<file path="src/rtl/sdram_request_queue.sv">
// In-order request queue in front of sdram_controller: FIFO-buffered client requests are issued
// one at a time with the enable-until-busy handshake; read data returns through a one-entry register.
module sdram_request_queue #(
    parameter int ADDR_W     = 25,
    parameter int DATA_W     = 16,
    parameter int FIFO_DEPTH = 4,
    parameter int TIMEOUT    = 1023
) (
    input  logic                          clk,
    input  logic                          rst_n,
    input  logic                          req_valid,
    output logic                          req_ready,
    input  logic                          req_write,
    input  logic [ADDR_W-1:0]             req_addr,
    input  logic [DATA_W-1:0]             req_wdata,
    output logic                          resp_valid,
    input  logic                          resp_ready,
    output logic [DATA_W-1:0]             resp_data,
    output logic                          resp_err,
    output logic [ADDR_W-1:0]             ctl_wr_addr,
    output logic [DATA_W-1:0]             ctl_wr_data,
    output logic                          ctl_wr_enable,
    output logic [ADDR_W-1:0]             ctl_rd_addr,
    output logic                          ctl_rd_enable,
    input  logic [DATA_W-1:0]             ctl_rd_data,
    input  logic                          ctl_rd_ready,
    input  logic                          ctl_busy,
    output logic [$clog2(FIFO_DEPTH):0]   pending,
    output logic                          err_timeout
);
    localparam int PTR_W = $clog2(FIFO_DEPTH);
    localparam int TMR_W = $clog2(TIMEOUT + 1);

    typedef struct packed {
        logic              write;
        logic [ADDR_W-1:0] addr;
        logic [DATA_W-1:0] data;
    } req_t;

    typedef enum logic [1:0] {IDLE, ISSUE, WAIT} state_t;

    state_t            state, state_nxt;
    req_t              fifo_mem [FIFO_DEPTH];
    req_t              head;
    logic [PTR_W-1:0]  wr_ptr, rd_ptr;
    logic [TMR_W-1:0]  timer;
    logic              cur_write;
    logic              cap_vld;
    logic [DATA_W-1:0] cap_data;

    logic push, pop, drop, abort, complete;
    logic can_issue, timed_out, rd_hit, done;

    assign req_ready = (pending != (PTR_W + 1)'(FIFO_DEPTH));
    assign push      = req_valid && req_ready;
    assign head      = fifo_mem[rd_ptr];
    // A read may only start when the response slot is free; writes never wait on it.
    assign can_issue = (pending != '0) && (head.write || !resp_valid);
    assign timed_out = (timer == TMR_W'(TIMEOUT - 1));
    assign rd_hit    = ctl_rd_ready && !cur_write;
    assign done      = !ctl_busy && (cur_write || cap_vld || rd_hit);

    // FIFO storage and occupancy
    always_ff @(posedge clk) begin
        if (push) fifo_mem[wr_ptr] <= '{write: req_write, addr: req_addr, data: req_wdata};
    end

    always_ff @(posedge clk or negedge rst_n) begin
        if (!rst_n) begin
            wr_ptr  <= '0;
            rd_ptr  <= '0;
            pending <= '0;
        end else begin
            if (push) wr_ptr <= wr_ptr + 1'b1;
            if (pop)  rd_ptr <= rd_ptr + 1'b1;
            case ({push, pop})
                2'b10:   pending <= pending + 1'b1;
                2'b01:   pending <= pending - 1'b1;
                default: pending <= pending;
            endcase
        end
    end

    // FSM: state register
    always_ff @(posedge clk or negedge rst_n) begin
        if (!rst_n) state <= IDLE;
        else        state <= state_nxt;
    end

    // FSM: next state
    always_comb begin
        state_nxt = state;
        case (state)
            IDLE:  if (can_issue) state_nxt = ISSUE;
            ISSUE: begin
                if (timed_out)     state_nxt = IDLE;
                else if (ctl_busy) state_nxt = WAIT;
            end
            WAIT:  if (done || timed_out) state_nxt = IDLE;
            default: state_nxt = IDLE;
        endcase
    end

    // FSM: per-cycle actions; a normal completion wins over a timeout landing on the same cycle
    always_comb begin
        pop      = 1'b0;
        drop     = 1'b0;
        abort    = 1'b0;
        complete = 1'b0;
        case (state)
            IDLE:  pop = can_issue;
            ISSUE: begin
                abort = timed_out;
                drop  = ctl_busy || timed_out;
            end
            WAIT:  begin
                complete = done;
                abort    = !done && timed_out;
                drop     = abort;
            end
            default: ;
        endcase
    end

    // Controller command registers
    always_ff @(posedge clk or negedge rst_n) begin
        if (!rst_n) begin
            ctl_wr_addr   <= '0;
            ctl_wr_data   <= '0;
            ctl_wr_enable <= 1'b0;
            ctl_rd_addr   <= '0;
            ctl_rd_enable <= 1'b0;
            cur_write     <= 1'b0;
        end else if (pop) begin
            cur_write <= head.write;
            if (head.write) begin
                ctl_wr_addr   <= head.addr;
                ctl_wr_data   <= head.data;
                ctl_wr_enable <= 1'b1;
            end else begin
                ctl_rd_addr   <= head.addr;
                ctl_rd_enable <= 1'b1;
            end
        end else if (drop) begin
            ctl_wr_addr   <= '0;
            ctl_wr_data   <= '0;
            ctl_wr_enable <= 1'b0;
            ctl_rd_addr   <= '0;
            ctl_rd_enable <= 1'b0;
        end
    end

    // Watchdog timer and read data capture
    always_ff @(posedge clk or negedge rst_n) begin
        if (!rst_n) begin
            timer    <= '0;
            cap_vld  <= 1'b0;
            cap_data <= '0;
        end else begin
            if (pop)                 timer <= '0;
            else if (state != IDLE)  timer <= timer + 1'b1;
            if (pop) begin
                cap_vld <= 1'b0;
            end else if (state != IDLE && rd_hit) begin
                cap_vld  <= 1'b1;
                cap_data <= ctl_rd_data;
            end
        end
    end

    // Response register: a new load takes priority over the consume
    always_ff @(posedge clk or negedge rst_n) begin
        if (!rst_n) begin
            resp_valid  <= 1'b0;
            resp_data   <= '0;
            resp_err    <= 1'b0;
            err_timeout <= 1'b0;
        end else begin
            if (complete && !cur_write) begin
                resp_valid <= 1'b1;
                resp_data  <= rd_hit ? ctl_rd_data : cap_data;
                resp_err   <= 1'b0;
            end else if (abort && !cur_write) begin
                resp_valid <= 1'b1;
                resp_data  <= '0;
                resp_err   <= 1'b1;
            end else if (resp_valid && resp_ready) begin
                resp_valid <= 1'b0;
            end
            if (abort) err_timeout <= 1'b1;
        end
    end

endmodule

</file>
<file path="config.mk">
export PLATFORM = sky130hd
export DESIGN_NAME = sdram_request_queue
export DESIGN_NICKNAME = d
export VERILOG_FILES = /design/src/rtl/sdram_request_queue.sv
export SDC_FILE = /design/constraint.sdc
export NUM_CORES = 1
export LEC_CHECK = 0
export ABC_CLOCK_PERIOD_IN_PS = 2500
export BUFFER_PORTS_ARGS = -buffer_cell sky130_fd_sc_hd__buf_2
export CELL_PAD_IN_SITES_DETAIL_PLACEMENT = 0
export CELL_PAD_IN_SITES_GLOBAL_PLACEMENT = 1
export CORE_MARGIN = 4
export CORE_UTILIZATION = 48
export CTS_CLUSTER_SIZE = 8
export DETAILED_ROUTE_END_ITERATION = 16
export PLACE_DENSITY = 0.86
export SLEW_MARGIN = 10
export SYNTH_ARGS = -nofsm -noshare
export SYNTH_HDL_FRONTEND = slang
export SYNTH_SLANG_ARGS = --single-unit
</file>
<file path="constraint.sdc">
create_clock -name clk -period 2.5 [get_ports clk]
set_clock_uncertainty 0.05 [all_clocks]
set_input_delay 0.25 -clock clk [delete_from_list [all_inputs] [get_ports clk]]
set_output_delay 0.25 -clock clk [all_outputs]
set_load 0.1 [all_outputs]
</file>
==> After elaboration in Yosys (flattened, before gate mapping) <==
Memory sizes are Yosys's and may differ from the RTL's.
Cells that the tools add are included.
{ "word_totals": {"mem_bits_rw": 168, "input_bits": 64, "elab_cells": 103, "n_memories": 1, "regBits": 124, "out_inout_bits": 91} }
{ "memory_table": {"columns": ["name", "words", "width", "rd", "rd_clocked_by_memory_dff", "write_ports", "line_no", "text"], "rows": [
  ["fifo_mem", 4, 42, 1, 0, 1, "43", "req_t fifo_mem [FIFO_DEPTH];"]
]} }
{ "op_classes": {"mux": 37, "n_addsub": 5, "n_eq_ne": 11, "n_bitwise": 1, "reduce_logical": 31} }
{ "op_table": {"columns": ["cell", "count"], "rows": [
  ["$mux 25", 5],
  ["$mux 16", 6],
  ["$mux 10", 2],
  ["$mux 1", 16],
  ["$reduce_bool 2->1", 6],
  ["$add 10x1->10 const B", 1],
  ["$eq 10x10->1 const B", 1],
  ["$logic_and 1x1->1", 9],
  ["$mux 2", 4],
  ["$ne 2x2->1 const B", 4],
  ["$ne 3x3->1 const B", 2],
  ["$pmux 2 s3", 1],
  ["$pmux 3 s2", 1],
  ["$reduce_and 2->1", 3],
  ["$reduce_bool 3->1", 2],
  ["$logic_or 1x1->1", 5],
  ["$add 2x1->2 const B", 2],
  ["$eq 2x1->1 const B", 2],
  ["$eq 2x2->1 const B", 2],
  ["$logic_not 1->1", 4],
  ["$pmux 1 s2", 2],
  ["$add 3x1->3 const B", 1],
  ["$reduce_and 3->1", 1],
  ["$sub 3x1->3 const B", 1],
  ["other kinds (2)", 2]
]} }

==> Longest topological paths before layout <==
Gate-level depths: netlist of run 1.
{ "depth": {"word_depth": 10, "mapped_depth": 11, "mapped_depth_nobuf": 11} }

==> Worst setup path before layout of run 1 <==
Ideal clock, no wire load.
{ "synth_path": {"path_type": "reg2reg", "startpoint": "reg pending[2]", "endpoint": "reg pending[2]", "t_required_ns": 2.286, "setup_slack_ns": -1.221, "n_path_buf": 0, "setup_ns": 0.164, "stages_incl_launch_ff": 10, "t_arrival_ns": 3.507, "synth_period_minus_slack_ns": 3.721, "path_cell_list": "dfrtp_1 -> nand3_1 -> and2_1 -> inv_1 -> ha_1 -> inv_1 -> fa_1 -> xor2_1 -> nor2_1 -> xor2_1"} }
{ "synth_via": {"word_cells_on_any_way": 11, "classes_between": "2 x add/sub; 3 x eq/ne; 2 x mux; 4 x reduce/logical"} }
{ "synth_lines": {"columns": ["element", "line_no", "text"], "rows": [
  ["start: declaration", "28", "output logic [$clog2(FIFO_DEPTH):0] pending,"],
  ["start signal: assignment", "77", "2'b10: pending <= pending + 1'b1;"],
  ["start signal: assignment", "78", "2'b01: pending <= pending - 1'b1;"],
  ["start signal: assignment", "79", "default: pending <= pending;"],
  ["$ne 3x3->1 (*)", "54", "assign req_ready = (pending != (PTR_W + 1)'(FIFO_DEPTH));"],
  ["named net req_ready", "12", "output logic req_ready,"],
  ["$logic_and 1x1->1 (*)", "55", "assign push = req_valid && req_ready;"],
  ["$eq 2x1->1 or $eq 2x2->1 (tied branches)", "76", "case ({push, pop})"],
  ["$pmux 3 s2 or $reduce_bool 2->1 (tied branches)", null, null]
]} }
The timed path passes the listed nets; every way through them passes the cells marked *.
A chain may end at the register's enable or synchronous reset.

==> Worst setup path in the final report of run 1 <==
{ "layout_path": {"startpoint": "reg state[0]", "endpoint": "reg ctl_wr_data[15]"} }
{ "layout_via": {"elab_chain_len": 4, "word_cells_on_any_way": 9, "classes_between": "3 x eq/ne; 3 x mux; 3 x reduce/logical"} }
{ "layout_rtl": {"columns": ["element", "line_no", "text"], "rows": [
  ["start: declaration", "42", "state_t state, state_nxt;"],
  ["start signal: assignment", "87", "else state <= state_nxt;"],
  ["$eq 2x2->1, or another cell as far along", "110", "case (state)"],
  ["$pmux 1 s2 or $mux 1 (tied branches)", "110", null],
  ["$reduce_bool 2->1 (no line) or $ne 2x2->1 (tied branches)", null, null],
  ["$reduce_and 2->1 (no line)", null, null],
  ["end signal: assignment", "138", "ctl_wr_data <= head.data;"],
  ["end: declaration", "21", "output logic [DATA_W-1:0] ctl_wr_data,"]
]} }
Parallel ways exist; a longest one is shown, timed or not.

==> run_results.csv, run 1 <==
group,metric,value,unit
grt,busiest_layer,"met2",
final_layout,seq_area,8160,um^2
sta,tightest_slew,0.875,ns
final_layout,fin_nets,1044,
min_path,holdPathEnd,"wr_ptr[0]",
worst_setup_path,arrival,2.59,ns
cts,htree_levels,2,
logic_synthesis,synth-main-ff-cell,"edfxtp_1",
logic_synthesis,yosysSeqAreaShare,0.698,
floorplanning,pin_count,155,
drt,vias,7233,
logic_synthesis,syn_avg_cell_area,15.9,um^2
sta,fin_setup_tns,0,ns
logic_synthesis,syn_nets,811,
final_layout,final_util,0.627,
logic_synthesis,yosys-top-cells-count,"edfxtp_1, dfrtp_1, nand2_1, a22oi_1, o21ai_0",
sta,slew_violations,0,
sta,period_minus_slack,2.27,ns
floorplanning,start_util,0.493,
cts,cts_tree,"yes",
drt,route.detailed.drc,0,
placed_design,place.gp.congestion,0.757,
drt,vias_per_cell,5.49,
grt,grt_pass1_wl,42100,um
final_layout,syn2layout_area_growth,27.1,%
sta,hold_viol_final,0,
placed_design,hpwl,15900,um
placed_design,portBuffers,154,
min_path,min_path_type,"input pin to flop",
sta,fin_crit_sh,0.909,
floorplanning,die_h,164,um
drt,wl,26300,um
sta,maxSlewHeadroom,0.417,
grt,grtUsageMet1,0.279,
placed_design,pre_cts_slack,0.154,ns
logic_synthesis,synth_edf_count,168,
sta,layout_setup_ws,0.228,ns
cts,clk_pin_slew,0.05,ns
worst_setup_path,crit_path_start_kind,"flop",
grt,grt_overflow,0,
worst_setup_path,startpoint,"state[0]",
cts,insertion_delay,0.52,ns
cts,clock-sinks,292,
final_layout,multiInputGateArea,3280,um^2
worst_setup_path,timing.rr.end,"ctl_wr_data[15]",
drt,initialDrtViolationCount,612,
logic_synthesis,yosysWarningCount,0,
final_layout,n_fill_cell,1782,
worst_setup_path,cp_max_fo,68,
logic_synthesis,synth_area_leaders,"edfxtp_1, dfrtp_1, mux4_2, a22oi_1, nand2_1",
floorplanning,coreArea,23700,um^2
grt,grt_use_met2,0.317,
cts,cts.path.max_buffers,3,
worst_setup_path,critPathCaptureType,"flop",
floorplanning,die_x,164,um
logic_synthesis,synth.cell_area,11700,um^2
logic_synthesis,postSynth.asyncResetShare,0.425,
worst_setup_path,r2r_setup_slack,0.23,ns
grt,grt_pass1_vias,7568,
sta,timing.fmax,0.440,GHz
min_path,holdPathStages,3,
drt,final_antenna_net_count,0,
logic_synthesis,synth.most_common_cell,"edfxtp_1",
floorplanning,num_rows,56,
grt,antenna_found_initial,1,
logic_synthesis,yosys.area.top_type,"edfxtp_1",
sta,setup_violations,0,
logic_synthesis,synth.top_cell.area_share,0.432,
logic_synthesis,syn_inst,736,
worst_setup_path,rr_worst_depth,8,
run,drv_cap,0,
grt,grt_util_all_layers,0.199,
grt,grt_max_degree,76,
worst_setup_path,critical_path_required,2.81,ns
drt,drtPass1Iterations,5,
floorplanning,die_area,26900,um^2
logic_synthesis,synth_cell_type_count,46,
grt,met3_usage,0.0507,
drt,wl_per_cell,19.9,um
logic_synthesis,synth-seq-cells,292,
sta,rsz0062_at_grt,"false",
cts,root_buffer,"clkbuf_16",
cts,cts_buffers,42,
status,status,"finished clean",
worst_setup_path,worstReg2RegStart,"state[0]",
final_layout,drive_gt1_frac,0.313,
min_path,min_from,"req_valid",
worst_setup_path,path_class,"flop to flop",
-- state kept, by name (all words and copies together), names as in the netlist, 2 cells and up --
signal and count:
ctl_rd_addr 25, ctl_wr_addr 25, cap_data 16, ctl_wr_data 16, wr_ptr 2, fifo_mem 168, resp_data 16, pending 3
rd_ptr 2, timer 10, state 2
-- metrics by stage --
stage / cells / hold WS, ns / area (um^2)
floorplan: 736 / -0.0956 / 11700
global placement: 1184 / 0.286 / 13000
detailed placement: 1184 / 0.283 / 13000
CTS: 1315 / 0.0575 / 14800
global route: 1316 / 0.0752 / 14800
finish: 1318 / 0.0797 / 14800
-- timing repair --
item / 4_1_cts / 5_1_grt
resized for setup: 0 / 1
setup buffers: 0 / 0
endpoints found under the setup margin: 0 / 3
hold buffers: 60 / 0
hold endpoints to repair: 264 / 0
-- worst max path at each step --
stage,end,slack [ns],cells after the start
after floorplan,pending[2],0.01,10
after global placement,timer[6],0.22,5
after detailed placement,ctl_rd_addr[0],0.15,5
after CTS,ctl_rd_addr[24],0.12,5
after global routing,ctl_wr_data[15],0.01,8
final,ctl_wr_data[15],0.23,8
-- worst max-delay path: stages (launching register included) --
cell     delay (ns)
dfrtp_1        0.38
inv_1          0.11
ha_1           0.20
nor4b_1        0.34
o21ai_0        0.21
buf_4          0.19
a21oi_4        0.14
buf_12         0.31
o21ai_0        0.17
-- area by class of cell --
| class | instances | share of cell area |
|---|---|---|
| clock inverters | 2 | 0.00261 |
| diodes | 3 | 0.000506 |
| repair buffers | 239 | 0.117 |
| flip-flops and latches | 292 | 0.550 |
| multi-input cells | 382 | 0.221 |
| inverters | 12 | 0.00303 |
| well taps | 319 | 0.0269 |
| clock buffers | 69 | 0.0790 |
-- cell families after synthesis --
logic type      after synthesis  share of synthesized area
buf+inv                      62                     0.0259
flops                       292                      0.698
xor+xnor                      7                    0.00525
fa+ha+maj                    11                     0.0124
mux                          79                      0.115
simple gates                106                     0.0401
compound gates              179                      0.104
-- routing by layer --
layer  part of all wire  vias up
met5                  0        -
met4              0.014        0
met3              0.080       36
met2               0.47      242
met1               0.43     3643
li1                   -     3312
-- layout by cell type (no fill, tap or decap), drive strengths merged, types with 2 or more instances in the layout --
cell	count
a21oi	6
ha	10
nand4b	2
dlygate4sd3	60
xor2	2
mux2	18
a21o	4
mux2i	19
and2	2
buf	179
and3	4
a22oi	67
clkbuf	69
xnor2	5
o31a	2
nand2	74
nor2b	3
dfrtp	124
nor3	2
diode	3
mux4	42
o21ai	77
o2bb2ai	16
edfxtp	168
nand3	6
nor2	6
or3	3
inv	13
Power of run 1 is left out: the tool's default activity adds up to more than one toggle a clock period on the data nets, which glitch-free logic cannot reach.
==> run 2, diff against run 1 <==
Settings changed: CORE_ASPECT_RATIO set to 2.
==> run_results.csv, run 2 (synthesized netlist as in run 1, its figures left out) <==
group,metric,value,unit
sta,tightest_slew,0.868,ns
min_path,min_path_type,"input pin to flop",
drt,wl_per_cell,20.3,um
worst_setup_path,critPathCaptureType,"flop",
sta,period_minus_slack,2.36,ns
floorplanning,die_h,229,um
final_layout,syn2layout_area_growth,25.7,%
grt,met3_usage,0.0302,
drt,vias_per_cell,5.59,
final_layout,drive_gt1_frac,0.310,
final_layout,largest_registers,"fifo_mem (168), ctl_rd_addr (25), ctl_wr_addr (25)",
sta,maxSlewHeadroom,0.421,
cts,clock-sinks,292,
sta,rsz0062_at_grt,"false",
worst_setup_path,crit_path_start_kind,"flop",
grt,antenna_found_initial,0,
cts,htree_levels,2,
floorplanning,pin_count,155,
cts,insertion_delay,0.52,ns
final_layout,largest_register_ffs,168,
drt,drtPass1Iterations,5,
grt,grt_util_all_layers,0.198,
worst_setup_path,arrival,2.73,ns
drt,route.detailed.drc,0,
cts,root_buffer,"clkbuf_16",
drt,vias,7151,
placed_design,portBuffers,154,
sta,hold_viol_final,0,
status,status,"finished clean",
worst_setup_path,cp_max_fo,75,
final_layout,fin_nets,1039,
placed_design,place.gp.congestion,0.750,
grt,grt_overflow,0,
sta,timing.fmax,0.423,GHz
grt,busiest_layer,"met2",
cts,cts_tree,"yes",
grt,grtUsageMet1,0.224,
sta,fin_setup_tns,0,ns
final_layout,diodes,0,
cts,clk_pin_slew,0.05,ns
sta,fin_crit_sh,0.945,
floorplanning,die_x,118,um
drt,initialDrtViolationCount,452,
cts,cts.path.max_buffers,3,
drt,final_antenna_net_count,0,
grt,grt_max_degree,76,
run,drv_cap,0,
drt,wl,26000,um
placed_design,hpwl,15700,um
worst_setup_path,critical_path_required,2.87,ns
final_layout,top_register,"fifo_mem",
floorplanning,die_area,27000,um^2
final_layout,final_cell_mix,"edfxtp_1, buf_2, dfrtp_1, nand2_1, dlygate4sd3_1",
floorplanning,coreArea,23900,um^2
sta,setup_violations,0,
cts,cts_buffers,42,
grt,grt_pass1_vias,7699,
sta,slew_violations,0,
final_layout,final_common_cell,"edfxtp_1",
grt,grt_use_met2,0.370,
floorplanning,num_rows,80,
grt,grt_pass1_wl,42400,um
floorplanning,start_util,0.488,
worst_setup_path,path_class,"flop to flop",
[run 2: changes by cell type in the layout (fill, tap and decap cells not counted), sizes merged]
cell	previous run	this run
inv	13	14
buf	179	174
bufinv	1	0
clkinv	0	1
diode	3	0
[run 2: worst paths after layout]
kind,start,end,slack [ns],cells past startpoint
worst max-delay path,rd_ptr[0],ctl_rd_addr[6],0.14,5
worst min-delay path,req_valid,wr_ptr[0],0.06,3
worst max register to register,rd_ptr[0],ctl_rd_addr[6],0.14,5
worst min register to register,timer[9],timer[9],0.43,1
max in group asynchronous,rst_n,pending[0],1.53,3
min in group asynchronous,rst_n,cap_data[2],0.16,2
[run 2: per-stage QoR]
| stage | worst slack, ns | hold WS (ns) | instance area [um^2] | util | instances |
|---|---|---|---|---|---|
| finish | 0.136 | 0.0557 | 14700 | 0.614 | 1279 |
| global route | 0.00836 | 0.0676 | 14700 | 0.614 | 1279 |
| global placement | 0.218 | 0.133 | 12900 | 0.538 | 1147 |
| detailed placement | 0.177 | 0.138 | 12900 | 0.538 | 1147 |
| CTS | 0.0978 | 0.0339 | 14700 | 0.614 | 1279 |
| floorplan | 0.0116 | -0.0956 | 11700 | - | 736 |
[run 2: worst max-delay path, cell delays in order (launching register included)]
cell and delay, ns:
dfrtp_4 0.41, mux4_2 0.58, o21ai_4 0.16, buf_4 0.68, nand2_1 0.14, o21ai_0 0.22
[run 2: cell type report]
class,count,area [um^2]
repair buffers,234,1630
clock buffers,69,1170
multi-input cells,382,3280
clock inverters,3,33.8
flip-flops and latches,292,8160
well taps,287,359
fillers,1760,9240
inverters,12,45.0
[run 2: what timing repair did]
action | 4_1_cts | 5_1_grt
setup endpoints to repair | 0 | 1
setup buffers | 0 | 0
hold endpoints to repair | 273 | 0
hold buffers | 60 | 0
gates resized for setup | 0 | 1
[run 2: metal layers]
metal  vias up  part of all wire
met5         -                 0
met4         0             0.036
met3        56             0.045
met2       220              0.56
met1      3579              0.36
li1       3296                 -
Power of run 2 is left out for the same reason.
==> run 3, diff against run 2 <==
Settings changed: REMOVE_ABC_BUFFERS set to 1.
==> run_results.csv, run 3 (synthesized netlist as in run 1, its figures left out) <==
group,metric,value,unit
drt,route.detailed.drc,0,
cts,clk_pin_slew,0.05,ns
floorplanning,coreArea,23900,um^2
drt,vias_per_cell,5.67,
worst_setup_path,cp_cell_sequence,"inv_1 > ha_1 > nand3_1 > or3_1 > o31a_1 > o2bb2ai_1",
final_layout,final_util,0.613,
final_layout,largest_registers,"fifo_mem (168), ctl_rd_addr (25), ctl_wr_addr (25)",
final_layout,drive_gt1_frac,0.304,
worst_setup_path,cp.buffers_inverters,1,
final_layout,seq_area,8150,um^2
drt,initialDrtViolationCount,390,
grt,grt_overflow,0,
sta,tightest_slew,0.798,ns
sta,hold_viol_final,0,
worst_setup_path,crit_cells,6,
floorplanning,start_util,0.488,
final_layout,fin_nets,1039,
worst_setup_path,crit_end,"resp_data[7]",
worst_setup_path,slowest_delay,0.56,ns
drt,wl,25500,um
final_layout,n_fill_cell,1778,
sta,maxSlewHeadroom,0.468,
final_layout,final_cell_mix,"edfxtp_1, buf_2, dfrtp_1, nand2_1, dlygate4sd3_1",
floorplanning,die_area,27000,um^2
floorplanning,die_h,229,um
worst_setup_path,rr_worst_depth,6,
floorplanning,pin_count,155,
worst_setup_path,critPathCaptureType,"flop",
cts,htree_levels,2,
cts,clock-sinks,292,
grt,antenna_found_initial,0,
status,status,"finished clean",
cts,root_buffer,"clkbuf_16",
worst_setup_path,path_delay_family,"compound AO/OA/AOI/OAI gates",
worst_setup_path,timing.rr.end,"resp_data[7]",
sta,period_minus_slack,2.29,ns
sta,slew_violations,0,
cts,cts_buffers,42,
sta,fin_crit_sh,0.917,
sta,timing.fmax,0.436,GHz
floorplanning,die_x,118,um
floorplanning,num_rows,80,
cts,cts.path.max_buffers,3,
worst_setup_path,startpoint,"timer[0]",
grt,grt_util_all_layers,0.195,
drt,final_antenna_net_count,0,
final_layout,multiInputGateArea,3260,um^2
worst_setup_path,crit_path_start_kind,"flop",
final_layout,syn2layout_area_growth,25.6,%
drt,drtPass1Iterations,4,
grt,grt_max_degree,76,
min_path,min_path_type,"input pin to flop",
worst_setup_path,cp_max_fo,17,
final_layout,diodes,0,
sta,setup_violations,0,
worst_setup_path,cp_slowest_cell,"o31a_1",
drt,vias,7243,
final_layout,largest_register_ffs,168,
worst_setup_path,r2r_setup_slack,0.21,ns
run,drv_cap,0,
placed_design,place.gp.congestion,0.772,
worst_setup_path,critical_path_required,2.83,ns
grt,grt_pass1_wl,42000,um
cts,insertion_delay,0.52,ns
worst_setup_path,arrival,2.62,ns
sta,fin_setup_tns,0,ns
drt,wl_per_cell,20.0,um
final_layout,final_common_cell,"edfxtp_1",
final_layout,top_register,"fifo_mem",
worst_setup_path,path_class,"flop to flop",
worst_setup_path,worstReg2RegStart,"timer[0]",
placed_design,portBuffers,154,
sta,rsz0062_at_grt,"false",
placed_design,hpwl,15400,um
grt,grt_pass1_vias,7905,
cts,cts_tree,"yes",
cts,cts_setup_buffers,0,
[run 3: how the worst min path moves through the flow]
stage | startpoint | endpoint | slack, ns | cells after the start
2_1_floorplan | rst_n | cap_data[0] | -0.1 | 0
3_3_place_gp | rst_n | cap_data[14] | 0.18 | 1
3_5_place_dp | rst_n | cap_data[8] | 0.18 | 1
4_1_cts | req_valid | wr_ptr[0] | 0.10 | 3
5_1_grt | req_valid | wr_ptr[0] | 0.15 | 3
6_report | req_valid | wr_ptr[0] | 0.12 | 3
[run 3: cell type report]
type | instances | area share
sequential | 292 | 0.556
multi-input combinational | 382 | 0.222
timing repair buffer | 234 | 0.113
clock buffer | 68 | 0.0797
tap | 287 | 0.0245
inverter | 12 | 0.00307
clock inverter | 3 | 0.00230
[run 3: timing repair]
action,4_1_cts,5_1_grt
setup endpoints to repair,0,10
hold buffers,60,0
resized for setup,0,1
endpoints found under the hold margin,233,0
[run 3: tightest hold or removal path, stage by stage]
cell and delay (ns):
buf_2 0.12, and2_1 0.19, xnor2_1 0.08
[run 3: routing by layer]
layer / share of wire / global-route usage
met1: 0.36 / 0.210
met2: 0.56 / 0.367
met3: 0.044 / 0.0329
met4: 0.038 / 0.0910
met5: 0 / 0
[run 3: metrics by stage]
stage	cells	worst slack, ns	hold slack [ns]	cell area [um^2]
after CTS	1278	0.134	0.102	14700
final	1278	0.208	0.117	14700
after detailed placement	1147	0.138	0.175	12900
after global routing	1278	0.0732	0.154	14700
after global placement	1147	0.195	0.176	12900
after floorplan	686	-2.87	-0.0956	11400
Power of run 3 is left out for the same reason.
